--- config.mk ---
export PLATFORM = sky130hd
export DESIGN_NAME = mmio_uart_tx
export DESIGN_NICKNAME = d
export VERILOG_FILES = /design/src/rtl/mmio_uart_tx.sv
export SDC_FILE = /design/constraint.sdc
export NUM_CORES = 1
export LEC_CHECK = 0
export CORE_MARGIN = 2
export CORE_UTILIZATION = 45
export CTS_CLUSTER_SIZE = 10
export DETAILED_ROUTE_END_ITERATION = 8
export PLACE_DENSITY = 0.77
export SYNTH_ARGS = -nofsm -noshare
export SYNTH_HDL_FRONTEND = slang
export SYNTH_SLANG_ARGS = --single-unit
export TNS_END_PERCENT = 20
--- constraint.sdc ---
create_clock -name clk -period 5.51 [get_ports clk]
set_input_delay 1.3775 -clock clk [delete_from_list [all_inputs] [get_ports clk]]
set_output_delay 1.3775 -clock clk [all_outputs]
set_load 0.02 [all_outputs]
--- src/rtl/mmio_uart_tx.sv ---
// Memory-mapped 8N1 UART transmitter: CPU stores fill a byte FIFO that a
// programmable-rate serializer drains onto the tx line, LSB first.
module mmio_uart_tx #(
  parameter int unsigned FIFO_DEPTH  = 8,
  parameter logic [15:0] DEFAULT_DIV = 16'd868,
  parameter int unsigned ADDR_WIDTH  = 10
) (
  input  logic                  clk,
  input  logic                  reset,
  input  logic                  sel,
  input  logic [ADDR_WIDTH-1:0] address,
  input  logic                  write_enable,
  input  logic [31:0]           write_data,
  output logic [31:0]           read_data,
  output logic                  tx,
  output logic                  busy
);

  localparam int unsigned PTR_W = $clog2(FIFO_DEPTH);
  localparam int unsigned CNT_W = PTR_W + 1;

  typedef enum logic [1:0] {
    REG_TXDATA = 2'd0,
    REG_STATUS = 2'd1,
    REG_BAUD   = 2'd2,
    REG_RSVD   = 2'd3
  } reg_e;

  typedef enum logic [1:0] {
    S_IDLE  = 2'd0,
    S_START = 2'd1,
    S_DATA  = 2'd2,
    S_STOP  = 2'd3
  } state_e;

  state_e           state_q,    state_d;
  logic             tx_q,       tx_d;
  logic [7:0]       shift_q,    shift_d;
  logic [2:0]       bit_cnt_q,  bit_cnt_d;
  logic [15:0]      cyc_cnt_q,  cyc_cnt_d;
  logic [15:0]      baud_q,     baud_d;
  logic             overflow_q, overflow_d;
  logic [PTR_W-1:0] wr_ptr_q,   wr_ptr_d;
  logic [PTR_W-1:0] rd_ptr_q,   rd_ptr_d;
  logic [CNT_W-1:0] count_q,    count_d;
  logic [7:0]       fifo_mem [FIFO_DEPTH];

  reg_e       reg_sel;
  logic       bus_wr;
  logic       push_req;
  logic       push_ok;
  logic       pop;
  logic       fifo_full;
  logic       fifo_empty;
  logic       bit_done;
  logic [7:0] head_byte;
  logic [7:0] count_byte;
  logic       unused_bits;

  assign reg_sel     = reg_e'(address[3:2]);
  assign bus_wr      = sel & write_enable;
  assign push_req    = bus_wr & (reg_sel == REG_TXDATA);
  assign fifo_full   = (count_q == CNT_W'(FIFO_DEPTH));
  assign fifo_empty  = (count_q == '0);
  assign push_ok     = push_req & ~fifo_full;
  assign head_byte   = fifo_mem[rd_ptr_q];
  assign bit_done    = (cyc_cnt_q == '0);
  assign count_byte  = 8'(count_q);
  assign unused_bits = ^{address[ADDR_WIDTH-1:4], address[1:0], write_data[31:16]};

  // Register-file updates. A push into a full FIFO sets overflow even if the
  // serializer pops in the same cycle.
  always_comb begin
    // NOTE: every always_comb output gets a default first so no path can infer a latch.
    baud_d     = baud_q;
    overflow_d = overflow_q;
    if (bus_wr && reg_sel == REG_BAUD) begin
      baud_d = (write_data[15:0] == '0) ? 16'd1 : write_data[15:0];
    end
    if (bus_wr && reg_sel == REG_STATUS && write_data[3]) begin
      overflow_d = 1'b0;
    end
    if (push_req && fifo_full) begin
      overflow_d = 1'b1;
    end
  end

  always_comb begin
    wr_ptr_d = wr_ptr_q + PTR_W'(push_ok);
    rd_ptr_d = rd_ptr_q + PTR_W'(pop);
    count_d  = count_q;
    if (push_ok && !pop) begin
      count_d = count_q + CNT_W'(1);
    end else if (!push_ok && pop) begin
      count_d = count_q - CNT_W'(1);
    end
  end

  // Serializer. The cycle counter reloads from the live BAUD_DIV at every bit
  // boundary, so a divider change lands on the next bit.
  always_comb begin
    state_d   = state_q;
    tx_d      = tx_q;
    shift_d   = shift_q;
    bit_cnt_d = bit_cnt_q;
    cyc_cnt_d = cyc_cnt_q;
    pop       = 1'b0;

    if (state_q != S_IDLE) begin
      cyc_cnt_d = bit_done ? (baud_q - 16'd1) : (cyc_cnt_q - 16'd1);
    end

    case (state_q)
      S_IDLE: begin
        if (!fifo_empty) begin
          pop       = 1'b1;
          shift_d   = head_byte;
          cyc_cnt_d = baud_q - 16'd1;
          state_d   = S_START;
          tx_d      = 1'b0;
        end
      end
      S_START: begin
        if (bit_done) begin
          state_d   = S_DATA;
          tx_d      = shift_q[0];
          bit_cnt_d = '0;
        end
      end
      S_DATA: begin
        if (bit_done) begin
          shift_d = {1'b0, shift_q[7:1]};
          if (bit_cnt_q == 3'd7) begin
            state_d = S_STOP;
            tx_d    = 1'b1;
          end else begin
            tx_d      = shift_q[1];
            bit_cnt_d = bit_cnt_q + 3'd1;
          end
        end
      end
      S_STOP: begin
        if (bit_done) begin
          if (!fifo_empty) begin
            pop     = 1'b1;
            shift_d = head_byte;
            state_d = S_START;
            tx_d    = 1'b0;
          end else begin
            state_d = S_IDLE;
            tx_d    = 1'b1;
          end
        end
      end
      default: state_d = S_IDLE;
    endcase
  end

  always_ff @(posedge clk) begin
    // NOTE: sequential state is updated with non-blocking assignments only.
    if (reset) begin
      state_q    <= S_IDLE;
      tx_q       <= 1'b1;
      shift_q    <= '0;
      bit_cnt_q  <= '0;
      cyc_cnt_q  <= '0;
      baud_q     <= DEFAULT_DIV;
      overflow_q <= 1'b0;
      wr_ptr_q   <= '0;
      rd_ptr_q   <= '0;
      count_q    <= '0;
    end else begin
      state_q    <= state_d;
      tx_q       <= tx_d;
      shift_q    <= shift_d;
      bit_cnt_q  <= bit_cnt_d;
      cyc_cnt_q  <= cyc_cnt_d;
      baud_q     <= baud_d;
      overflow_q <= overflow_d;
      wr_ptr_q   <= wr_ptr_d;
      rd_ptr_q   <= rd_ptr_d;
      count_q    <= count_d;
    end
  end

  // NOTE: FIFO storage is not reset; the pointers and count alone say which entries are valid.
  always_ff @(posedge clk) begin
    if (push_ok) begin
      fifo_mem[wr_ptr_q] <= write_data[7:0];
    end
  end

  always_comb begin
    read_data = '0;
    if (sel) begin
      case (reg_sel)
        REG_STATUS: read_data = {16'h0000, count_byte, 4'h0, overflow_q,
                                 (state_q != S_IDLE), fifo_empty, fifo_full};
        REG_BAUD:   read_data = {16'h0000, baud_q};
        default:    read_data = '0;
      endcase
    end
  end

  assign tx   = tx_q;
  assign busy = (state_q != S_IDLE) | ~fifo_empty;

endmodule

# Word level (Yosys, flattened, before mapping)
# Memories as Yosys holds them, arrays and structs flattened. A register that Yosys moved wholly into a read port is not among the register bits.
# Index checks and enable logic that the tools add are counted.
# word_totals
in_bits,46
ramBits,64
n_memories,1
reg_bits,57
elab_cells,98
# memory_table
name,words,width,rd,rd_clocked_by_memory_dff,write_ports,line,rtl
fifo_mem,8,8,1,1,1,46,logic [7:0] fifo_mem [FIFO_DEPTH];
# classes
n_eq_ne,13
mux,39
n_reduce_logical,22
bitwise_logic,6
addsub,7
# op_table
cell,count
$mux 16,6
$logic_not 16->1,2
$pmux 16 s2,1
$sub 16x1->16 const B,2
$mux 8,3
$pmux 8 s3,1
$mux 1,13
$mux 3,4
$ne 2x2->1 const B,6
$mux 2,5
$mux 4,2
$pmux 2 s4,1
$reduce_and 4->1,2
$reduce_bool 2->1,4
$add 3x1->3,2
$eq 2x2->1 const B,3
$logic_and 1x1->1,6
$pmux 3 s2,1
$reduce_and 5->1,1
$add 4x1->4 const B,1
$eq 2x1->1 const B,2
$eq 4x4->1 const B,1
$logic_not 2->1,2
$logic_not 4->1,1
11 further kinds,15

# Longest topological paths before layout
# Gate-level depths: netlist of the first run.
# logic_depth
depth_word,7
mapped_depth,15

# Least setup slack after synthesis of the first run
# Ideal clock, no wire load.
# synth_timing
path_kind,input-to-output
startpoint,input port address[2]
endpoint,output port read_data[10]
slack_ps,1678
n_path_buf,2
stages,6
t_arrival_ps,2455
cell_sequence,inv_1 -> ha_1 -> clkbuf_1 -> clkbuf_1 -> a22oi_1 -> nor2_1
# synth_via
elab_chain_cells,3
# synth_rtl
element,line,rtl
from (decl),11,"input logic [ADDR_WIDTH-1:0] address,"
$eq 2x2->1 / $eq 2x1->1 (equally long branches),196,case (reg_sel)
$pmux 16 s2 *,196,
$mux 16 *,195,if (sel) begin
to (decl),14,"output logic [31:0] read_data,"
# Every way passes the cells marked *; elsewhere a longest branch is shown, timed or not.

# Worst setup path in the final report of the first run
# layout_timing
startpoint,input port address[2]
endpoint,output port read_data[3]
# Same word-level chain as after synthesis.

==> flow_metrics.py, run 1 <==
metrics = {
    "timing": {
        "min_period_over_period_pct": 86.7,
        "final.setup_skew_ps": 11.0,
        "relSlewSlack_pct": 29.1,
        "setup_viol": 0,
        "slew_violations": 0,
        "rsz0062_at_grt": "no",
        "fmax_mhz": 209,
        "tightest_slew_ps": 1060,
        "setup_tns_ps": 0,
        "final-hold-violation-count": 0,
        "fin_crit_ps": 4770,
    },
    "synthesis": {
        "yosys_warnings": 0,
        "synth_async_sr_flop_share_pct": 0,
        "yosys.area_share.xor_xnor_pct": 3.07,
        "synth.distinct_cells": 66,
        "synth_seq_area_share_pct": 51.1,
        "synthMuxAreaShare_pct": 7.85,
        "avgSynthCellArea_um2": 11.1,
        "synth_compound_area_share_pct": 11.4,
        "synth-simple-area-share_pct": 16.9,
        "synth_top_family_by_area": "simple AND/OR/NAND/NOR gates",
        "ys_ff_latch": 121,
        "netlist_area_um2": 5990,
        "synth_adder_area_share_pct": 4.51,
        "netlist_instances": 540,
        "synth_edf_count": 64,
        "synth_flop_cell": "edfxtp_1",
    },
    "hold_path": {
        "hold_start": "overflow_q",
        "hold_depth": 2,
        "hold_end": "overflow_q",
        "holdCritPathClass": "flip-flop to flip-flop",
    },
    "cts": {
        "clkSinkCount": 121,
        "cts_hold_buffers": 0,
        "cts_buffers": 17,
        "tritoncts": "done",
        "cts-htree-levels": 4,
        "ctsResizeCount": 0,
        "clk_pin_slew_ps": 50,
        "post_cts_buffers": 0,
        "root_buffer": "clkbuf_16",
        "clock_latency_ps": 420,
        "cts_buffer_depth": 2,
    },
    "layout": {
        "nFillCells": 1098,
        "nNetsFinal": 640,
        "register_area_um2": 3060,
        "area_growth_pct": 17.2,
        "antenna_cells": 0,
        "multi_input_area_um2": 2690,
        "final_util_pct": 53.4,
        "drive_gt1_share_pct": 12.1,
        "stdcell_count": 762,
    },
    "global_route": {
        "grt_usage_pct": 19.7,
        "grt_pass1_wl_um": 21800,
        "grt_max_degree": 38,
        "grt_pass1_vias": 4350,
        "antenna_found_initial": 0,
        "grt-ovfl-total": 0,
    },
    "floorplanning": {
        "die_area_um2": 14300,
        "core_area_um2": 13100,
        "die_h_um": 119,
        "die_w_um": 119,
        "start_util_pct": 45.6,
        "io_pins": 80,
        "rows": 42,
    },
    "critical_path": {
        "crit_type": "input port to output port",
        "cp_max_fo": 18,
        "r2r-start": "cyc_cnt_q[0]",
        "cp-start-kind": "input port",
        "crit_required_ps": 4130,
        "reg2reg_depth": 15,
        "crit_arrival_ps": 3400,
        "crit_path_end_kind": "output port",
        "r2r-end": "count_q[3]",
        "r2r_setup_slack_ps": 1810,
    },
    "drt": {
        "drc_errors": 0,
        "finalWirelength_um": 13200,
        "firstDrtPassIters": 5,
        "first_iter_violations": 283,
        "vias": 4309,
        "avgRoutedWirePerCell_um": 17.4,
        "route.antenna.remaining_nets": 0,
        "via_per_inst": 5.65,
    },
    "flow_run": {
        "drv_cap": 0,
    },
    "placed_design": {
        "port_buffers": 39,
        "dpl.hpwl_um": 9080,
        "gp_congestion": 0.823,
        "dp_cells": 730,
    },
    "power_and_ir_drop": {
        "vdd_drop_max_uv": 316,
        "leakage_nw": 2.43,
        "power_density_nw_per_um2": 507,
    },
    "outcome": {
        "status": "completed",
    },
}
## how the worst max path moves through the flow
stage | cells past startpoint | slack [ps] | startpoint | end
detailed placement | 6 | 800 | address[2] | read_data[0]
global placement | 6 | 830 | address[2] | read_data[2]
floorplan | 6 | 1680 | address[2] | read_data[10]
finish | 6 | 740 | address[2] | read_data[3]
global route | 6 | 610 | address[2] | read_data[3]
CTS | 6 | 780 | address[2] | read_data[3]
## stage by stage
| step | hold WS [ps] | power (mW) | setup slack (ps) | instance area, µm² |
|---|---|---|---|---|
| finish | 458 | 3.56 | 735 | 7020 |
| global route | 479 | 3.76 | 607 | 7020 |
| CTS | 462 | 3.57 | 783 | 7020 |
| detailed placement | 454 | 2.51 | 797 | 6450 |
| global placement | 443 | 2.45 | 835 | 6450 |
| floorplan | 436 | 2.23 | 1680 | 6050 |
## cells in the final DEF (no fill, tap or decap), types with 15 or more instances in the layout
cell,instances
a21oi_1,31
clkbuf_16,17
clkdlybuf4s50_1,39
conb_1,16
dfxtp_1,57
edfxtp_1,64
ha_1,20
mux4_2,16
nand2_1,56
nand3_1,15
nor2_1,38
xnor2_1,15
## flip-flops by register name (all words and copies together), names as in the netlist
name,cells
count_q,4
overflow_q,1
fifo_mem,64
shift_q,8
rd_ptr_q,3
tx,1
wr_ptr_q,3
baud_q,16
cyc_cnt_q,16
state_q,2
bit_cnt_q,3
## worst max-delay path, cell delays in order
cell and delay, ps:
clkdlybuf4s50_1 440, inv_1 110, ha_1 510, a22oi_1 180, nor2_1 150, clkdlybuf4s50_1 630
## power breakdown
group | internal [mW] | switching [mW] | total (mW)
clock | 0.630 | 0.423 | 1.05
sequential | 1.06 | 0.158 | 1.22
combinational | 0.562 | 0.725 | 1.29
total | 2.25 | 1.31 | 3.56
## cell type report
| type | count | share of cell area, % |
|---|---|---|
| clock buffer | 18 | 6.11 |
| clock inverter | 14 | 1.96 |
| inverter | 15 | 0.802 |
| multi-input combinational | 374 | 38.3 |
| sequential | 121 | 43.6 |
| tap | 176 | 3.14 |
| timing repair buffer | 44 | 6.10 |
## synthesized netlist by cell type, drive strengths merged (7+ instances only)
| cell | n | area (µm²) |
|---|---|---|
| and3 | 10 | 62.6 |
| edfxtp | 64 | 1920 |
| nand3 | 16 | 85.1 |
| clkbuf | 21 | 78.8 |
| mux2i | 11 | 110 |
| dfxtp | 57 | 1140 |
| a22o | 8 | 70.1 |
| mux4 | 16 | 360 |
| nor3 | 13 | 65.1 |
| nand2 | 56 | 210 |
| nor4 | 12 | 124 |
| nand4 | 7 | 43.8 |
| buf | 24 | 164 |
| or3 | 7 | 48.8 |
| nor2 | 41 | 161 |
| o21ai | 18 | 97.6 |
| a22oi | 9 | 67.6 |
| inv | 15 | 56.3 |
| a21oi | 31 | 155 |
| ha | 20 | 250 |
| xnor2 | 15 | 131 |
## metal layers
layer / routed length [µm] / up-vias / track usage (%)
met5: 0 / - / 0
met4: 227 / 0 / 7.21
met3: 726 / 26 / 5.12
met2: 6730 / 140 / 33.3
met1: 5570 / 2083 / 24.3
li1: - / 2060 / -
## kinds of logic (layout without fill, tap and decap cells)
| family | count (synthesis) | in the layout |
|---|---|---|
| xor+xnor | 21 | 21 |
| buf+inv | 60 | 91 |
| mux | 27 | 27 |
| other cells | 1 | 16 |
| simple gates | 190 | 190 |
| fa+ha+maj | 21 | 21 |
| flops | 121 | 121 |
| compound gates | 99 | 99 |
No activity file was read; power rests on OpenSTA's default activity.
==> run 2, diff against run 1 <==
Settings changed: CORE_UTILIZATION 45 to 50, PLACE_DENSITY 0.77 to 0.84, TNS_END_PERCENT 20 to not set.
==> run 2 against run 1 <==
Net effect:
- cell count decreased by 4.3%
- worst setup slack improved by 18 ps
- routed wire length is 1.2% higher
- die area down 9.7%
- non-clock buffer count stayed put
- first-iteration DRC count grew 27%
- core utilization grew 7.0 points
- largest cell class unchanged
- critical path type unchanged
- via count increased by 2.1%
==> flow_metrics.py, run 2 (synthesis gave the netlist of run 1 again) <==
metrics = {
    "outcome": {
        "status": "completed",
    },
    "layout": {
        "drive_gt1_share_pct": 12.3,
        "nFillCells": 861,
        "largest_registers": "fifo_mem (64), baud_q (16), cyc_cnt_q (16)",
        "layout_common_cells": "edfxtp_1, dfxtp_1, nand2_1",
        "nNetsFinal": 640,
        "antenna_cells": 0,
        "layout_commonest_cell": "edfxtp_1",
        "area_growth_pct": 16.7,
        "fin_area_um2": 6990,
        "largest_reg_flops": 64,
        "final_util_pct": 60.5,
        "largest-register": "fifo_mem",
        "register_area_um2": 3060,
        "multi_input_area_um2": 2690,
    },
    "timing": {
        "final.setup_skew_ps": 7.23,
        "min_period_over_period_pct": 86.3,
        "setup_viol": 0,
        "fin_crit_ps": 4760,
        "final-hold-violation-count": 0,
        "setup_ws_ps": 753,
        "setup_tns_ps": 0,
        "relSlewSlack_pct": 25.3,
        "fmax_mhz": 210,
        "tightest_slew_ps": 1120,
        "slew_violations": 0,
        "rsz0062_at_grt": "no",
    },
    "power_and_ir_drop": {
        "leakage_nw": 2.44,
        "vdd_drop_max_uv": 293,
        "p_clk_share_pct": 30.2,
        "p_switching_mw": 1.34,
        "p_int_mw": 2.26,
        "swShare_pct": 37.2,
        "seqPwrFrac_pct": 33.8,
        "p_total_mw": 3.61,
        "power_density_nw_per_um2": 516,
        "p_comb_share_pct": 35.9,
    },
    "drt": {
        "via_per_inst": 6.03,
        "avgRoutedWirePerCell_um": 18.4,
        "route.antenna.remaining_nets": 0,
        "vias": 4399,
        "firstDrtPassIters": 5,
        "first_iter_violations": 359,
        "finalWirelength_um": 13400,
        "drc_errors": 0,
    },
    "critical_path": {
        "reg2reg_depth": 15,
        "crit_path_end_kind": "output port",
        "crit_type": "input port to output port",
        "cp-start-kind": "input port",
        "crit_required_ps": 4130,
        "cp_max_fo": 18,
        "crit_arrival_ps": 3380,
    },
    "floorplanning": {
        "rows": 39,
        "die_w_um": 113,
        "die_area_um2": 12900,
        "core_area_um2": 11600,
        "start_util_pct": 51.8,
        "io_pins": 80,
        "die_h_um": 113,
    },
    "cts": {
        "clock_latency_ps": 420,
        "ctsResizeCount": 0,
        "cts_hold_buffers": 0,
        "post_cts_buffers": 0,
        "clk_pin_slew_ps": 60,
        "cts-htree-levels": 4,
        "tritoncts": "done",
        "cts_buffer_depth": 2,
        "root_buffer": "clkbuf_16",
        "clkSinkCount": 121,
        "cts_buffers": 17,
    },
    "global_route": {
        "grt_pass1_wl_um": 21500,
        "grt_max_degree": 38,
        "antenna_found_initial": 0,
        "grt-ovfl-total": 0,
        "grt_pass1_vias": 4369,
        "grt_usage_pct": 21.5,
    },
    "placed_design": {
        "gp_congestion": 0.845,
        "pre_cts_ws_ps": 812,
        "dpl.hpwl_um": 9010,
        "port_buffers": 39,
        "placed_area_um2": 6410,
    },
    "hold_path": {
        "holdCritPathClass": "flip-flop to flip-flop",
        "hold_depth": 2,
    },
    "flow_run": {
        "drv_cap": 0,
    },
}
-- run 2: worst paths after layout --
path           startpoint            to  slack (ps)
max            address[2]  read_data[1]         750
min            overflow_q    overflow_q         470
max reg2reg  cyc_cnt_q[0]    count_q[3]        1840
min reg2reg    overflow_q    overflow_q         470
-- run 2: area by class of cell --
class | instances | area share (%)
multi-input combinational | 374 | 38.4
clock buffer | 17 | 6.08
sequential | 121 | 43.8
tap | 143 | 2.56
inverter | 15 | 0.805
timing repair buffer | 44 | 6.12
clock inverter | 15 | 2.24
-- run 2: per-stage QoR --
| step | cells | hold WS [ps] |
|---|---|---|
| 6_report | 729 | 466 |
| 5_1_grt | 729 | 494 |
| 4_1_cts | 729 | 465 |
| 3_5_place_dp | 697 | 457 |
| 3_3_place_gp | 697 | 443 |
| 2_1_floorplan | 555 | 436 |
-- run 2: critical path, stage by stage --
cell and delay, ps:
clkdlybuf4s50_1 420, inv_1 90, ha_1 520, a22oi_1 180
nor2_1 160, clkdlybuf4s50_1 630
-- run 2: routing by layer --
layer / GRT usage, % / vias up / part of all wire, %
met1: 25.5 / 2122 / 41
met4: 10.7 / 0 / 2.9
met2: 36.5 / 192 / 50
met5: 0 / - / 0
li1: - / 2050 / -
met3: 5.47 / 35 / 5.8
-- run 2: power by group through the flow --
stage	combinational (mW)	clock (mW)	sequential, mW
3_5_place_dp	1.28	0	1.24
4_1_cts	1.29	1.09	1.22
6_report	1.30	1.09	1.22
5_1_grt	1.42	1.13	1.24
2_1_floorplan	1.06	0	1.17
3_3_place_gp	1.22	0	1.23
==> run 3, diff against run 2 <==
Settings changed: SKIP_CTS_REPAIR_TIMING set to 1, TNS_END_PERCENT set to 50.
==> results of run 3 <==
Same layout as run 2: the final DEF is identical, and so are final timing and power.
